--- src/rtl/mult_pkg.sv ---
// Shared types and sizing for the shift-and-add multiplier.
package mult_pkg;

  localparam int DEFAULT_WIDTH = 32;

  typedef enum logic [1:0] {
    IDLE = 2'd0,
    MULT = 2'd1,
    DONE = 2'd2
  } state_t;

  function automatic int cnt_width(input int width);
    return $clog2(width + 1);
  endfunction

  localparam int CNT_W = cnt_width(DEFAULT_WIDTH);

endpackage

--- src/rtl/shift_add_multiplier_if.sv ---
// Request/result bundle between the requester/consumer and the multiplier.
interface shift_add_multiplier_if #(
  parameter int WIDTH = mult_pkg::DEFAULT_WIDTH
);
  logic               iValid_Data;
  logic               iAck;
  logic [WIDTH-1:0]   iData_A;
  logic [WIDTH-1:0]   iData_B;
  logic [2*WIDTH-1:0] oProduct;
  logic               oDone;
  logic               oBusy;

  modport master (
    output iValid_Data, iAck, iData_A, iData_B,
    input  oProduct, oDone, oBusy
  );

  modport slave (
    input  iValid_Data, iAck, iData_A, iData_B,
    output oProduct, oDone, oBusy
  );
endinterface

--- src/rtl/mult_datapath.sv ---
// A/B/P registers with shifters and accumulator; one iteration per cycle.
// No flow control of its own: the FSM selects load, shift/add or hold.
module mult_datapath #(
  parameter int WIDTH = mult_pkg::DEFAULT_WIDTH
) (
  input  logic               clk,
  input  logic               rst,
  input  logic               a_sel,
  input  logic               b_sel,
  input  logic               prod_sel,
  input  logic               shift_en,
  input  logic               add_en,
  input  logic [WIDTH-1:0]   data_a,
  input  logic [WIDTH-1:0]   data_b,
  output logic               b_lsb,
  output logic [2*WIDTH-1:0] product
);

  logic [2*WIDTH-1:0] a_reg;
  logic [WIDTH-1:0]   b_reg;
  logic [2*WIDTH-1:0] p_reg;

  always_ff @(posedge clk or posedge rst) begin
    if (rst) begin
      a_reg <= '0;
      b_reg <= '0;
      p_reg <= '0;
    end else begin
      if (!a_sel)
        a_reg <= {{WIDTH{1'b0}}, data_a};
      else if (shift_en)
        a_reg <= a_reg << 1;

      if (!b_sel)
        b_reg <= data_b;
      else if (shift_en)
        b_reg <= b_reg >> 1;

      // Add uses the pre-shift A, so bit i of B weights A<<i.
      if (!prod_sel)
        p_reg <= '0;
      else if (add_en)
        p_reg <= p_reg + a_reg;
    end
  end

  assign b_lsb   = b_reg[0];
  assign product = p_reg;

endmodule

--- src/rtl/shift_add_multiplier.sv ---
// Unsigned WIDTH x WIDTH shift-and-add multiplier; result WIDTH edges after the valid edge.
// Result is held in DONE until acknowledged; requests are ignored while busy.
module shift_add_multiplier
  import mult_pkg::*;
#(
  parameter int WIDTH = DEFAULT_WIDTH
) (
  input logic                   Clock,
  input logic                   Reset,
  shift_add_multiplier_if.slave bus
);

  localparam int CW = cnt_width(WIDTH);
  localparam logic [CW-1:0] LAST = CW'(WIDTH - 1);

  state_t        state, state_nxt;
  logic [CW-1:0] cnt;
  logic          a_sel, b_sel, prod_sel, shift_en, add_en;
  logic          b_lsb;

  always_ff @(posedge Clock or posedge Reset) begin
    if (Reset) begin
      state <= IDLE;
      cnt   <= '0;
    end else begin
      state <= state_nxt;
      if (state == MULT)
        cnt <= cnt + CW'(1);
      else if (state == IDLE)
        cnt <= '0;
    end
  end

  always_comb begin
    state_nxt = state;
    a_sel     = 1'b1;
    b_sel     = 1'b1;
    prod_sel  = 1'b1;
    shift_en  = 1'b0;
    add_en    = 1'b0;
    unique case (state)
      IDLE: begin
        a_sel    = 1'b0;
        b_sel    = 1'b0;
        prod_sel = 1'b0;
        if (bus.iValid_Data)
          state_nxt = MULT;
      end
      MULT: begin
        shift_en = 1'b1;
        add_en   = b_lsb;
        // Fixed WIDTH iterations, no early exit when B runs out of ones.
        if (cnt == LAST)
          state_nxt = DONE;
      end
      DONE: begin
        if (bus.iAck)
          state_nxt = IDLE;
      end
      default: state_nxt = IDLE;
    endcase
  end

  mult_datapath #(.WIDTH(WIDTH)) u_datapath (
    .clk      (Clock),
    .rst      (Reset),
    .a_sel    (a_sel),
    .b_sel    (b_sel),
    .prod_sel (prod_sel),
    .shift_en (shift_en),
    .add_en   (add_en),
    .data_a   (bus.iData_A),
    .data_b   (bus.iData_B),
    .b_lsb    (b_lsb),
    .product  (bus.oProduct)
  );

  assign bus.oDone = (state == DONE);
  assign bus.oBusy = (state == MULT);

endmodule

--- src/flat_wrapper.sv ---
// flat-port wrapper written by rule: the top's interface ports become plain ports
module shift_add_multiplier_flat import mult_pkg::*;
#(
  parameter int WIDTH = DEFAULT_WIDTH
)
  (Clock, Reset, bus_iValid_Data, bus_iAck, bus_iData_A, bus_iData_B, bus_oProduct, bus_oDone, bus_oBusy);
  shift_add_multiplier_if #(.WIDTH(WIDTH)) bus_i ();
  input logic Clock;
  input logic Reset;
  input wire logic [$bits(bus_i.iValid_Data)-1:0] bus_iValid_Data;
  input wire logic [$bits(bus_i.iAck)-1:0] bus_iAck;
  input wire logic [$bits(bus_i.iData_A)-1:0] bus_iData_A;
  input wire logic [$bits(bus_i.iData_B)-1:0] bus_iData_B;
  output wire logic [$bits(bus_i.oProduct)-1:0] bus_oProduct;
  output wire logic [$bits(bus_i.oDone)-1:0] bus_oDone;
  output wire logic [$bits(bus_i.oBusy)-1:0] bus_oBusy;
  assign bus_i.iValid_Data = bus_iValid_Data;
  assign bus_i.iAck = bus_iAck;
  assign bus_i.iData_A = bus_iData_A;
  assign bus_i.iData_B = bus_iData_B;
  assign bus_oProduct = bus_i.oProduct;
  assign bus_oDone = bus_i.oDone;
  assign bus_oBusy = bus_i.oBusy;
  shift_add_multiplier #(.WIDTH(WIDTH)) u_core (.Clock(Clock), .Reset(Reset), .bus(bus_i));
endmodule
--- config.mk ---
export PLATFORM = sky130hd
export DESIGN_NAME = shift_add_multiplier_flat
export DESIGN_NICKNAME = d
export VERILOG_FILES = /design/src/rtl/mult_pkg.sv /design/src/rtl/shift_add_multiplier_if.sv /design/src/rtl/mult_datapath.sv /design/src/rtl/shift_add_multiplier.sv /design/src/flat_wrapper.sv
export SDC_FILE = /design/constraint.sdc
export NUM_CORES = 1
export LEC_CHECK = 0
export BUFFER_PORTS_ARGS = -buffer_cell sky130_fd_sc_hd__buf_4
export CAP_MARGIN = 20
export CORE_MARGIN = 1
export CORE_UTILIZATION = 35
export CTS_BUF_LIST = sky130_fd_sc_hd__clkbuf_4 sky130_fd_sc_hd__clkbuf_8
export DETAILED_ROUTE_END_ITERATION = 16
export MAX_ROUTING_LAYER = met4
export PLACE_DENSITY = 0.54
export SLEW_MARGIN = 5
export SYNTH_ARGS = -nofsm -noshare
export SYNTH_HDL_FRONTEND = slang
export SYNTH_SLANG_ARGS = --single-unit
--- constraint.sdc ---
create_clock -name Clock -period 10.1 [get_ports Clock]
set_input_delay 0 -clock Clock [delete_from_list [all_inputs] [get_ports Clock]]
set_output_delay 0 -clock Clock [all_outputs]
set_load 0.01 [all_outputs]
# Word-level counts from Yosys, hierarchy flattened
# Cells that the tools add are included.
# classes
n_addsub,2
n_eq_ne,6
mux,14
n_reduce_logical,5
# op_table
cell,count
$mux W64,4
$add A64 B64 Y64,1
$mux W32,2
$mux W6,2
$add A6 B1 Y6 const B,1
$eq A6 B5 Y1 const B,1
$mux W2,3
$pmux W2 S3,1
$reduce_bool A2 Y1,3
$ne A2 B2 Y1 const B,2
$reduce_and A3 Y1,1
$eq A2 B1 Y1 const B,1
$eq A2 B2 Y1 const B,1
$logic_not A2 Y1,1
$mux W1,2
$ne A2 B1 Y1 const B,1
# totals
regBits,168
in_bits,68
word_cells,32

# Longest topological paths before layout
# depth
word_depth,4
depth_mapped,12
ltp_nobuf,12

# By module
# From an unflattened synthesis, not the netlist that was laid out.
# unflattened
cells_unflattened,1184
hier_area_um2,10810.4
# by_module_without_submodules
mod,n_inst,cells_each,area_per_inst_um2
mult_datapath,1,1144,10405.0
shift_add_multiplier,1,40,405.4

# Worst setup path after synthesis
# OpenSTA, ideal clock, no wires.
# synth_path
kind,register -> register
startpoint,register u_core.u_datapath.p_reg[0] (netlist: u_core.u_datapath.product[0])
endpoint,register u_core.u_datapath.p_reg[56] (netlist: u_core.u_datapath.product[56])
arrival_time_ns,3.195
slack_ns,6.836
path_stages_with_launch,13
cell_sequence,dfrtp_1 -> ha_1 -> inv_1 -> fa_1 -> and2b_2 -> o2111ai_4 -> a2111oi_4 -> o21bai_2 -> o31ai_4 -> a41oi_2 -> o211a_1 -> or4_1 -> nand3_1
# synth_via
elab_chain_len,3
# synth_lines
element,line_no,rtl
start: declaration,mult_datapath.sv:21,logic [2*WIDTH-1:0] p_reg;
start signal: assignment,mult_datapath.sv:43,p_reg <= p_reg + a_reg;
$add A64 B64 Y64,mult_datapath.sv:43,
$mux W64,mult_datapath.sv:42,else if (add_en)
$mux W64,mult_datapath.sv:40,if (!prod_sel)
# Every way passes these cells. The select of a mux whose other input is x is not followed.
# A chain may end at the register's enable or synchronous reset.

# Worst setup path after layout
# layout_path
startpoint,register u_core.u_datapath.p_reg[0] (netlist: u_core.u_datapath.product[0])
endpoint,register u_core.u_datapath.p_reg[58] (netlist: u_core.u_datapath.product[58])
# Same word-level chain as after synthesis.

==> run_results.csv <==
group,metric,value,unit
placed_design,place_congestion,0.8979,
global_route,grt_max_degree,112,
placed_design,port_buffers,133,
timing,period_minus_slack,3646,ps
timing,setup_violations,0,
global_route,grt_antenna_before_repair,0,
synth,synth_cell_types,65,
worst_setup_path,cp.required,10460,ps
clock_network,cts_tree,"done",
clock_network,postCtsHoldBufs,67,
floorplan,start_util,0.3567,
worst_setup_path,setup.worst_path.start_class,"flop",
worst_setup_path,rrSetupSlack,6450,ps
worst_setup_path,rr_endpoint,"u_core.u_datapath.product[58]$_DFFE_PP0P_",
synth,syn_area,10600,um2
power,vdd_ir_drop_max,95.83,uV
floorplan,die_x,176.0,um
synth,synth-edff-count,0,
route,via_count,9138,
route,viasPerCell,5.307,
synth,yosysMostFrequentCell,"dfrtp_1",
timing,holdWs,69.45,ps
floorplan,io_pins,134,
synth,yosysSeqAreaShare,0.3966,
global_route,grt_pass1_wl,48120,um
timing,relSlewSlack,0.3678,
synth,yosys.area.top_type_share,0.3966,
global_route,grt_use_total,0.1987,
clock_network,clockBufferDepth,2,
layout,fin_nets,1452,
global_route,gr-total-overflow,0,
power,power_density,308.2,nW/um2
clock_network,clkLatencyLatePin,470,ps
run_status,status,"finished clean",
timing,maxSlewViolCount,0,
synth,synth-simple-area-share,0.1438,
clock_network,cts.sinks,168,
clock_network,cts_resized,0,
synth,synth_top_family_by_area,"compound AO/OA/AOI/OAI gates",
worst_setup_path,crit_type,"reg2reg",
synth,avgSynthCellArea,9.015,um2
route,drtPass1Iterations,5,
route,ant_nets,0,
timing,hold_violations,0,
worst_setup_path,reg2reg_depth,12,
synth,synth_top_cell_by_area,"dfrtp_1",
synth,yosysWarnings,0,
power,p_leak,6.296,nW
clock_network,root_buffer,"clkbuf_8",
timing,tns,0,ps
clock_network,h-tree-depth,4,
route,routed_wl,29120,um
synth,synth_compound_area_frac,0.2449,
timing,tightest_slew,948.2,ps
synth,syn_inst,1176,
floorplan,die_area,30990,um2
timing,rsz0062_at_grt,"no",
synth,synth-main-ff-cell,"dfrtp_1",
layout,area_delta_synth_final,21.57,%
synth,synth-xor-area-share,0.04131,
worst_setup_path,arrival,4000,ps
worst_setup_path,cp_max_fo,3,
worst_setup_path,critPathCaptureType,"flop",
synth,synthMuxAreaShare,0.05960,
route,drc,0,
layout,final_util,0.4337,
worst_setup_path,r2r-start,"u_core.u_datapath.product[0]$_DFFE_PP0P_",
timing,clock.fmax,0.2743,GHz
floorplan,rows,63,
min_path,hold_path_class,"in2async",
floorplan,core,29720,um2
synth,netlist_top_cells_count,"168 x dfrtp_1, 150 x o21ai_0, 135 x nand2_1",
synth,synth-seq-cells,168,
timing,post-route-period-util,0.3610,
route,drtIter0Drc,562,
synth,synthArstFlopShare,1.000,
timing,finalClockSkew,23.80,ps
layout,diodes,0,
synth,synth_fa_ha_area_frac,0.07742,
floorplan,die_h,176.0,um
clock_network,post_cts_buffers,0,
clock_network,cts.clk_slew.worst_paths,100,ps
run,drv_cap,0,
clock_network,numCtsBuffers,17,
placed_design,hpwlAfterDp,20880,um
global_route,grt_pass1_vias,9083,
layout,layout-drive-gt1-share,0.1426,
synth,synth_nets,1309,
synth,yosys-top-cells-area,"dfrtp_1 40%, ha_1 7.6%, o21ai_0 7.1%, mux2i_1 5.9%, nand2_1 4.8%",
route,routedWlPerCell,16.91,um
-- where the power goes --
| group | leakage, nW | total, mW | switching, mW | internal (mW) |
|---|---|---|---|---|
| Combinational | 3.93 | 2.24 | 1.30 | 0.943 |
| Clock | 0.199 | 0.492 | 0.287 | 0.205 |
| Sequential | 2.16 | 1.24 | 0.277 | 0.961 |
-- placed cells by master, fill, tap and decap left out, drive strengths merged, types with 49 or more instances in the layout --
cell type / count
o21ai: 152
mux2i: 62
a21oi: 74
buf: 140
dfrtp: 168
nand3: 82
dlygate4sd3: 67
a21o: 49
ha: 64
nand2: 135
-- stage by stage --
stage,area [um2],worst slack (ps),cells,total power [mW]
after CTS,12890,6448,1722,3.997
final,12890,6454,1722,3.973
after global placement,11840,6591,1623,3.453
after global routing,12890,6087,1722,4.321
after detailed placement,11840,6528,1623,3.471
after floorplan,10600,5553,1176,2.777
-- worst max-delay path: stages (launching register included) --
cell       delay, ps
dfrtp_1          390
ha_1             190
inv_1             60
fa_1             370
and2b_2          270
o2111ai_4        150
a211oi_1         410
o211ai_1         240
a2111oi_0        700
o21a_1           280
o21bai_1          90
and3_1           190
o31ai_1          210
-- worst max-delay path by stage --
stage                     cells past startpoint  slack, ps                                      from                                        end
after detailed placement                     12       6530  u_core.u_datapath.product[0]$_DFFE_PP0P_  u_core.u_datapath.product[56]$_DFFE_PP0P_
final                                        12       6450  u_core.u_datapath.product[0]$_DFFE_PP0P_  u_core.u_datapath.product[58]$_DFFE_PP0P_
after global placement                       12       6590  u_core.u_datapath.product[0]$_DFFE_PP0P_  u_core.u_datapath.product[58]$_DFFE_PP0P_
after global routing                         12       6090  u_core.u_datapath.product[0]$_DFFE_PP0P_  u_core.u_datapath.product[58]$_DFFE_PP0P_
after CTS                                    12       6450  u_core.u_datapath.product[0]$_DFFE_PP0P_  u_core.u_datapath.product[58]$_DFFE_PP0P_
after floorplan                               1       5550                                     Reset                  u_core.cnt[0]$_DFFE_PP0P_
-- routing by layer --
metal	GRT usage	routed length [um]
met1	0.2768	14680
met5	-	0
met3	0.02627	936
met2	0.3058	13230
met4	0.04493	277
-- cell type report --
cell class                 instances  area [um2]
fill                            2949       16830
multi-input combinational        907        6018
sequential                       168        4212
timing repair buffer             207        1722
tap                              390       488.0
clock buffer                      18       241.5
clock inverter                    14       135.1
inverter                          18       72.57
-- logic make-up (layout without fill, tap and decap cells) --
| group | after synthesis | count (layout) |
|---|---|---|
| compound gates | 402 | 402 |
| xor+xnor | 50 | 50 |
| fa+ha+maj | 65 | 65 |
| buf+inv | 101 | 257 |
| flops | 168 | 168 |
| mux | 63 | 63 |
| simple gates | 327 | 327 |
Note: power is estimated with default switching activity, not from simulation.
